$ cat src/rtl/phrase_sequencer.sv
// rtl/phrase_sequencer.sv - writes status phrases into the text plane, one letter per ack
module phrase_sequencer #(
  parameter logic [12:0] BASE_ADDR  = 13'd3540,
  parameter logic [7:0]  CLEAR_CHAR = 8'h20
) (
  input  logic        clk,
  input  logic        reset,
  input  logic [2:0]  stateGame,
  input  logic        frame_start,
  input  logic        letter_ack,
  output logic        letter_valid,
  output logic [7:0]  letter_ascii,
  output logic [12:0] letter_addr,
  output logic        busy,
  output logic        done
);

  typedef enum logic [2:0] {IDLE, ARMED, CLEAR, WRITE, FINISH} state_t;

  localparam logic [159:0] TXT_START = "PRESS START TO BEGIN";
  localparam logic [87:0]  TXT_PAUSE = "GAME PAUSED";
  localparam logic [71:0]  TXT_OVER  = "GAME OVER";
  localparam logic [79:0]  TXT_RESET = "GAME RESET";

  function automatic logic [4:0] phrase_len(input logic [2:0] id);
    case (id)
      3'b000:  phrase_len = 5'd20;
      3'b010:  phrase_len = 5'd11;
      3'b011:  phrase_len = 5'd9;
      3'b100:  phrase_len = 5'd10;
      default: phrase_len = 5'd0;
    endcase
  endfunction

  // Strings are packed with the first character in the top byte.
  function automatic logic [7:0] phrase_char(input logic [2:0] id, input logic [4:0] i);
    phrase_char = 8'h00;
    case (id)
      3'b000: if (i < 5'd20) phrase_char = 8'(TXT_START >> (8 * (19 - int'(i))));
      3'b010: if (i < 5'd11) phrase_char = 8'(TXT_PAUSE >> (8 * (10 - int'(i))));
      3'b011: if (i < 5'd9)  phrase_char = 8'(TXT_OVER  >> (8 * (8 - int'(i))));
      3'b100: if (i < 5'd10) phrase_char = 8'(TXT_RESET >> (8 * (9 - int'(i))));
      default: phrase_char = 8'h00;
    endcase
  endfunction

  state_t     state;
  logic [2:0] prev_game;
  logic [2:0] pend_id;
  logic [2:0] cur_id;
  logic       pending;
  logic [4:0] shown_len;
  logic [4:0] idx;

  always_ff @(posedge clk) begin
    if (reset) begin
      state        <= IDLE;
      letter_valid <= 1'b0;
      letter_ascii <= 8'h00;
      letter_addr  <= 13'd0;
      busy         <= 1'b0;
      done         <= 1'b0;
      shown_len    <= 5'd0;
      pending      <= 1'b0;
      idx          <= 5'd0;
      pend_id      <= 3'b000;
      cur_id       <= 3'b000;
      prev_game    <= stateGame;
    end else begin
      prev_game <= stateGame;
      done      <= 1'b0;
      case (state)
        IDLE: begin
          if (pending) begin
            state   <= ARMED;
            busy    <= 1'b1;
            pending <= 1'b0;
          end
        end
        ARMED: begin
          if (frame_start) begin
            // Latch the phrase so later stateGame changes cannot disturb this pass.
            cur_id <= pend_id;
            idx    <= 5'd0;
            if (shown_len != 5'd0) begin
              state        <= CLEAR;
              letter_valid <= 1'b1;
              letter_ascii <= CLEAR_CHAR;
              letter_addr  <= BASE_ADDR;
            end else if (phrase_len(pend_id) != 5'd0) begin
              state        <= WRITE;
              letter_valid <= 1'b1;
              letter_ascii <= phrase_char(pend_id, 5'd0);
              letter_addr  <= BASE_ADDR;
            end else begin
              state <= FINISH;
              done  <= 1'b1;
            end
          end
        end
        CLEAR: begin
          if (letter_valid && letter_ack) begin
            if (idx == shown_len - 5'd1) begin
              shown_len <= 5'd0;
              idx       <= 5'd0;
              if (phrase_len(cur_id) != 5'd0) begin
                state        <= WRITE;
                letter_ascii <= phrase_char(cur_id, 5'd0);
                letter_addr  <= BASE_ADDR;
              end else begin
                state        <= FINISH;
                letter_valid <= 1'b0;
                done         <= 1'b1;
              end
            end else begin
              idx          <= idx + 5'd1;
              letter_ascii <= CLEAR_CHAR;
              letter_addr  <= BASE_ADDR + {8'd0, idx + 5'd1};
            end
          end
        end
        WRITE: begin
          if (letter_valid && letter_ack) begin
            if (idx == phrase_len(cur_id) - 5'd1) begin
              shown_len    <= phrase_len(cur_id);
              idx          <= 5'd0;
              state        <= FINISH;
              letter_valid <= 1'b0;
              done         <= 1'b1;
            end else begin
              idx          <= idx + 5'd1;
              letter_ascii <= phrase_char(cur_id, idx + 5'd1);
              letter_addr  <= BASE_ADDR + {8'd0, idx + 5'd1};
            end
          end
        end
        FINISH: begin
          if (pending) begin
            state   <= ARMED;
            pending <= 1'b0;
          end else begin
            state <= IDLE;
            busy  <= 1'b0;
          end
        end
        default: begin
          state        <= IDLE;
          letter_valid <= 1'b0;
          busy         <= 1'b0;
        end
      endcase
      // Placed last so a change arriving while the flag is consumed still wins.
      if (stateGame != prev_game) begin
        pend_id <= stateGame;
        pending <= 1'b1;
      end
    end
  end

endmodule

$ cat config.mk
export PLATFORM = sky130hd
export DESIGN_NAME = phrase_sequencer
export DESIGN_NICKNAME = d
export VERILOG_FILES = /design/src/rtl/phrase_sequencer.sv
export SDC_FILE = /design/constraint.sdc
export NUM_CORES = 1
export LEC_CHECK = 0
export CAP_MARGIN = 20
export CELL_PAD_IN_SITES_DETAIL_PLACEMENT = 1
export CELL_PAD_IN_SITES_GLOBAL_PLACEMENT = 2
export CORE_MARGIN = 1
export CORE_UTILIZATION = 37
export DETAILED_ROUTE_END_ITERATION = 6
export PLACE_DENSITY = 0.91
export RECOVER_POWER = 25
export SLEW_MARGIN = 20
export SYNTH_ARGS = -nofsm -noshare
export SYNTH_HDL_FRONTEND = slang
export SYNTH_SLANG_ARGS = --single-unit
$ cat constraint.sdc
create_clock -name clk -period 6.6 [get_ports clk]
set_clock_uncertainty 0.2 [all_clocks]
set_input_delay 0.99 -clock clk [delete_from_list [all_inputs] [get_ports clk]]
set_output_delay 0.99 -clock clk [all_outputs]
set_load 0.02 [all_outputs]
# ---- Word-level counts from Yosys, hierarchy flattened
# Index checks and enable logic that the tools add are counted.
dict set report word_totals {
  ff_bits 47
  input_bits 7
  output_inout_bits 24
}
dict set report classes {
  addsub 8
  order_cmp 4
  n_eq_ne 24
  shift 4
  n_mux 83
  n_bitwise 2
  n_reduce_logical 21
}
# op count
set ops {}
lappend ops {{$shr A159 B32 Y8 const A} 1}
lappend ops {{$mux W13} 8}
lappend ops {{$mux W5} 20}
lappend ops {{$mux W8} 12}
lappend ops {{$shr A87 B32 Y8 const A} 1}
lappend ops {{$shr A79 B32 Y8 const A} 1}
lappend ops {{$shr A71 B32 Y8 const A} 1}
lappend ops {{$pmux W5 S4} 2}
lappend ops {{$pmux W13 S3} 1}
lappend ops {{$pmux W8 S4} 1}
lappend ops {{$pmux W7 S2} 2}
lappend ops {{$mux W3} 9}
lappend ops {{$pmux W8 S3} 1}
lappend ops {{$mux W1} 21}
lappend ops {{$eq A3 B2 Y1 const B} 6}
lappend ops {{$ne A2 B2 Y1 const B} 9}
lappend ops {{$sub A4 B5 Y6 const A} 3}
lappend ops {{$lt A5 B4 Y1 const B} 3}
lappend ops {{$pmux W3 S5} 1}
lappend ops {{$pmux W5 S3} 1}
lappend ops {{$reduce_bool A5 Y1} 3}
lappend ops {{$add A12 B5 Y13 const A} 1}
lappend ops {{$eq A5 B5 Y1} 2}
lappend ops {{$pmux W5 S2} 1}
lappend ops {{24 further kinds} 35}

# ---- Longest topological paths before layout
dict set report logic_depth {
  ltp_word 11
  mapped_depth 15
  mapped_depth_nobuf 11
}

# ---- Least setup slack after synthesis
# Ideal clock, no wire load.
dict set report synth_path {
  path_kind {reg-to-reg}
  from {reg idx[0]}
  to {reg letter_ascii[5]}
  setup_ns 0.073
  arrival_time_ns 3.293
  required_ns 6.327
  slack_ns 3.033
  path_stages_with_launch 14
  path_buffers 3
  period_less_slack_ns 3.567
  cell_sequence {dfxtp_1 -> buf_2 -> inv_1 -> buf_2 -> ha_1 -> clkbuf_1 -> clkinv_1 -> ha_1 -> a211o_1 -> a2111oi_4 -> or3b_1 -> a211oi_2 -> nor3b_1 -> nor3_2}
}
dict set report synth_between {
  elab_chain_cells 8
  elab_cells_between_ends 28
  cone_classes {5 x add/sub; 4 x order compare; 4 x eq/ne; 4 x shift; 10 x mux; 1 x reduce/logical}
}
# element line_no
set synth_rtl {}
lappend synth_rtl {{from (decl)} 53} ;# logic [4:0] idx;
lappend synth_rtl {{from (signal assigned)} 116} ;# idx <= idx + 5'd1;
lappend synth_rtl {{from (signal assigned)} 131} ;# idx <= idx + 5'd1;
lappend synth_rtl {{$add A5 B1 Y5} 132} ;# letter_ascii <= phrase_char(cur_id, idx + 5'd1);
lappend synth_rtl {{$sub A5 B5 Y6 (tied with other cells)} 39} ;# 3'b000: if (i < 5'd20) phrase_char = 8'(TXT_START >> (8 * (19 - int'(i))));
lappend synth_rtl {{$shr A159 B32 Y8 (tied with other cells)} 39}
lappend synth_rtl {{$mux W8 (on tied branches)} n/a}
lappend synth_rtl {{$pmux W8 S4} 38} ;# case (id)
lappend synth_rtl {{$mux W8} 124} ;# if (idx == phrase_len(cur_id) - 5'd1) begin
lappend synth_rtl {{$mux W8} 123} ;# if (letter_valid && letter_ack) begin
lappend synth_rtl {{$pmux W8 S3} 72} ;# case (state)
lappend synth_rtl {{to (signal assigned)} 93} ;# letter_ascii <= phrase_char(pend_id, 5'd0);
lappend synth_rtl {{to (signal assigned)} 108} ;# letter_ascii <= phrase_char(cur_id, 5'd0);
lappend synth_rtl {{to (signal assigned)} 132}
lappend synth_rtl {{to (decl)} 12} ;# output logic [7:0] letter_ascii,
# Several ways; a longest one is shown, not always the timed one. The select of a mux whose other input is x is not followed.
# A chain may end at the register's enable or synchronous reset.

# ---- Worst setup path after layout
dict set report layout_path {
  from {reg idx[0]}
  to {reg letter_ascii[4]}
}
# Same word-level chain as after synthesis.

==> metrics <==
Slew @ Worst Pin 1.63 ns; Yosys cell types 80; ys async rst share 0%; fin. max-slew vios 35; RSZ-0062 raised after global routing no; WP data required 6.51 ns; hold_buf cts 0; Setup WS pre-CTS between 2 and 2.5 ns; clock share of power around 36%; vias in the first global route 3546; outcome finished, violations left; Die Width 99.9 microns; io pins 31; Setup Buffers After CTS 0; Root Buffer clkbuf_8; Max Freq between 200 and 250 MHz; H-Tree Depth 2; initial antenna violation count 0; Pint 0.000415 W; Setup crit end kind flip-flop; DRC 0; endpoints failing setup 0; CP startpoint kind flip-flop; PD cells 156 nW/um^2; wirelength, routed 12100 microns; Sw Ratio a little under a third; post-synthesis register bit count 39; Final Hold Fails 0; part of the power in registers between 40% and 50%; Setup Crit Path Kind flip-flop to flip-flop; post-synthesis sequential area ratio 22.0%; failing checks max-capacitance violations, max-slew violations; largest net degree at the start of global routing 46; CTS tree yes; area grow syn2layout 9.92%; Layout Nets 490; Post-synth EDFFs 0; Final TNS setup 0 ns; register area 781 sq um; post-DP HPWL 8850 microns; Worst-path clk slew 0.09 ns; fin crit share 70.3%; fillers approximately 1200; Area after DPL 3780 sq um; Post-DRT Antenna Nets 0; DR pass1 iterations 4; Max-Cap Viols 1; GRT Residual Overflow 0; Diodes inserted 0; area of the multi-input gates 2470 sq um; first-pass GRT wire length slightly below 20000 microns; routed length per instance 19.9 microns; Clk Latency, worst-skew pair between 0.3 and 0.4 ns; layout cell share with drive strength beyond 1 8.18%; gpl congestion between 1 and 1.5; first-iteration detailed-routing DRC count 207; Post-Synthesis Cells approximately 480; Non-Filler Instances slightly above 600; commonest non-fill, non-tap cell in the layout nand2_1; Mean Syn Cell Area about 7.4 sq um; Final min period around 4.6 ns; Bufs on Longest Clock Path 2; NetSw 0.000195 W; placed cells about 600; Die H 99.9 microns; crit path max fanout 27; WP data arrival around 4.6 ns; Leak 1.32 nW; die area 9980 sq um; clk sink count 39; final setup margin 1.96 ns; core area 9240 sq um; Tot GR Track Use between 20% and 30%; Via density 5.96; Yosys warnings 0; vias 3614; clock buffer count from CTS 5; Rows 35; combinational share of power about a fifth; HP Class flip-flop to flip-flop; Resize count post-CTS 0; Top FF cell, synth dfxtp_1; slew margin rel. -8.68%; initial core utilization 38.4%; VDD IR max 0.129 mV; commonest non-fill, non-tap cells in the layout 59 x nand2_1, 40 x a21oi_1, 39 x nor2_1, 39 x dfxtp_1, 20 x o21ai_0; design area between 3000 and 4000 sq um; Port-buffer cells 27; cell area after synthesis between 3000 and 4000 sq um
==> per-stage QoR <==
| step | util (%) | hold WS [ns] | power (W) |
|---|---|---|---|
| floorplan | - | 0.245 | 0.000355 |
| global placement | 41.0 | 0.245 | 0.000395 |
| detailed placement | 41.0 | 0.257 | 0.000397 |
| CTS | 42.2 | 0.279 | 0.000616 |
| global route | 42.2 | 0.304 | 0.000635 |
| finish | 42.2 | 0.277 | 0.000609 |
==> power groups by stage <==
stage	Sequential [W]	Clock, W	Combinational, W
floorplan	0.000272	0	0.0000830
finish	0.000267	0.000219	0.000124
global route	0.000270	0.000230	0.000135
detailed placement	0.000272	0	0.000125
CTS	0.000267	0.000223	0.000126
global placement	0.000271	0	0.000124
==> worst max-delay path: stages (launching register included) <==
cell,delay [ns]
dfxtp_1,0.34
inv_1,0.18
ha_1,0.93
clkinv_1,0.53
ha_1,0.40
or2_2,0.33
o221ai_1,0.59
o22ai_1,0.19
o21a_1,0.20
o41ai_1,0.40
a211oi_1,0.15
==> Yosys cell counts (all sizes together), types with 3 or more instances <==
master | number | area share (%)
o32ai | 3 | 1.3
a211oi | 10 | 2.5
mux2i | 9 | 2.5
a21oi | 40 | 5.6
o2111ai | 3 | 0.74
dfxtp | 39 | 22
or2 | 5 | 0.88
and2 | 3 | 0.53
ha | 7 | 2.5
nor4 | 12 | 2.3
nor2 | 39 | 4.1
or3b | 4 | 1.1
a211o | 5 | 1.2
nand2b | 14 | 2.5
or3 | 6 | 1.1
nand3 | 12 | 2.0
o31ai | 4 | 0.85
nor3b | 4 | 0.85
buf | 28 | 4.8
o211ai | 5 | 1.1
a31oi | 6 | 1.2
nor3 | 15 | 2.4
o21ai | 22 | 3.1
clkbuf | 18 | 1.9
nand4 | 3 | 0.53
a2111oi | 3 | 1.4
a21o | 4 | 0.85
xnor2 | 21 | 5.9
inv | 16 | 1.7
o221ai | 6 | 1.5
nand3b | 4 | 0.85
nand2 | 60 | 6.4
nor2b | 3 | 0.53
o22ai | 6 | 1.1
==> registers in the layout, indices dropped and copies added (netlist names), 3 cells and up <==
name          count
letter_ascii      7
shown_len         4
prev_game         3
state             3
letter_addr       7
cur_id            3
idx               5
pend_id           3
==> worst paths after layout <==
check	startpoint	to	slack [ns]	depth (start not counted)
worst max-delay path	idx[0]$_SDFFE_PP0P_	letter_ascii[4]$_SDFFE_PP0P_	1.96	10
worst min-delay path	letter_addr[3]$_SDFFE_PP0P_	letter_addr[3]$_SDFFE_PP0P_	0.28	2
worst max register to register	idx[0]$_SDFFE_PP0P_	letter_ascii[4]$_SDFFE_PP0P_	1.96	10
worst min register to register	letter_addr[3]$_SDFFE_PP0P_	letter_addr[3]$_SDFFE_PP0P_	0.28	2
==> cell type report <==
cell class	instances	area share, %
Clock buffer	5	1.77
Clock inverter	3	1.19
Inverter	17	1.64
Multi-Input combinational cell	381	63.4
Sequential cell	39	20.0
Tap cell	129	4.14
Timing Repair Buffer	32	7.80
==> routing by layer <==
| metal | global-route usage, % | wire length, microns | up-vias |
|---|---|---|---|
| met2 | 41.1 | 5610 | 109 |
| met5 | 0 | 0 | - |
| met4 | 12.6 | 545 | 0 |
| met3 | 3.97 | 663 | 38 |
| met1 | 32.0 | 5250 | 1735 |
| li1 | - | - | 1732 |
==> cells by family (layout without fill, tap and decap cells) <==
kind of cell             after synthesis  count (layout)  synth area share [%]
buffers and inverters                 63              57                  8.47
AO/OA/AOI/OAI                        145             145                  29.5
XOR/XNOR                              23              23                  6.42
AND/OR/NAND/NOR                      193             193                  28.2
other                                  1               3                 0.106
multiplexers                          10              10                  2.86
adder cells (fa/ha/maj)                7               7                  2.47
flip-flops                            39              39                  22.0
Power figures use the tool's default switching activity.
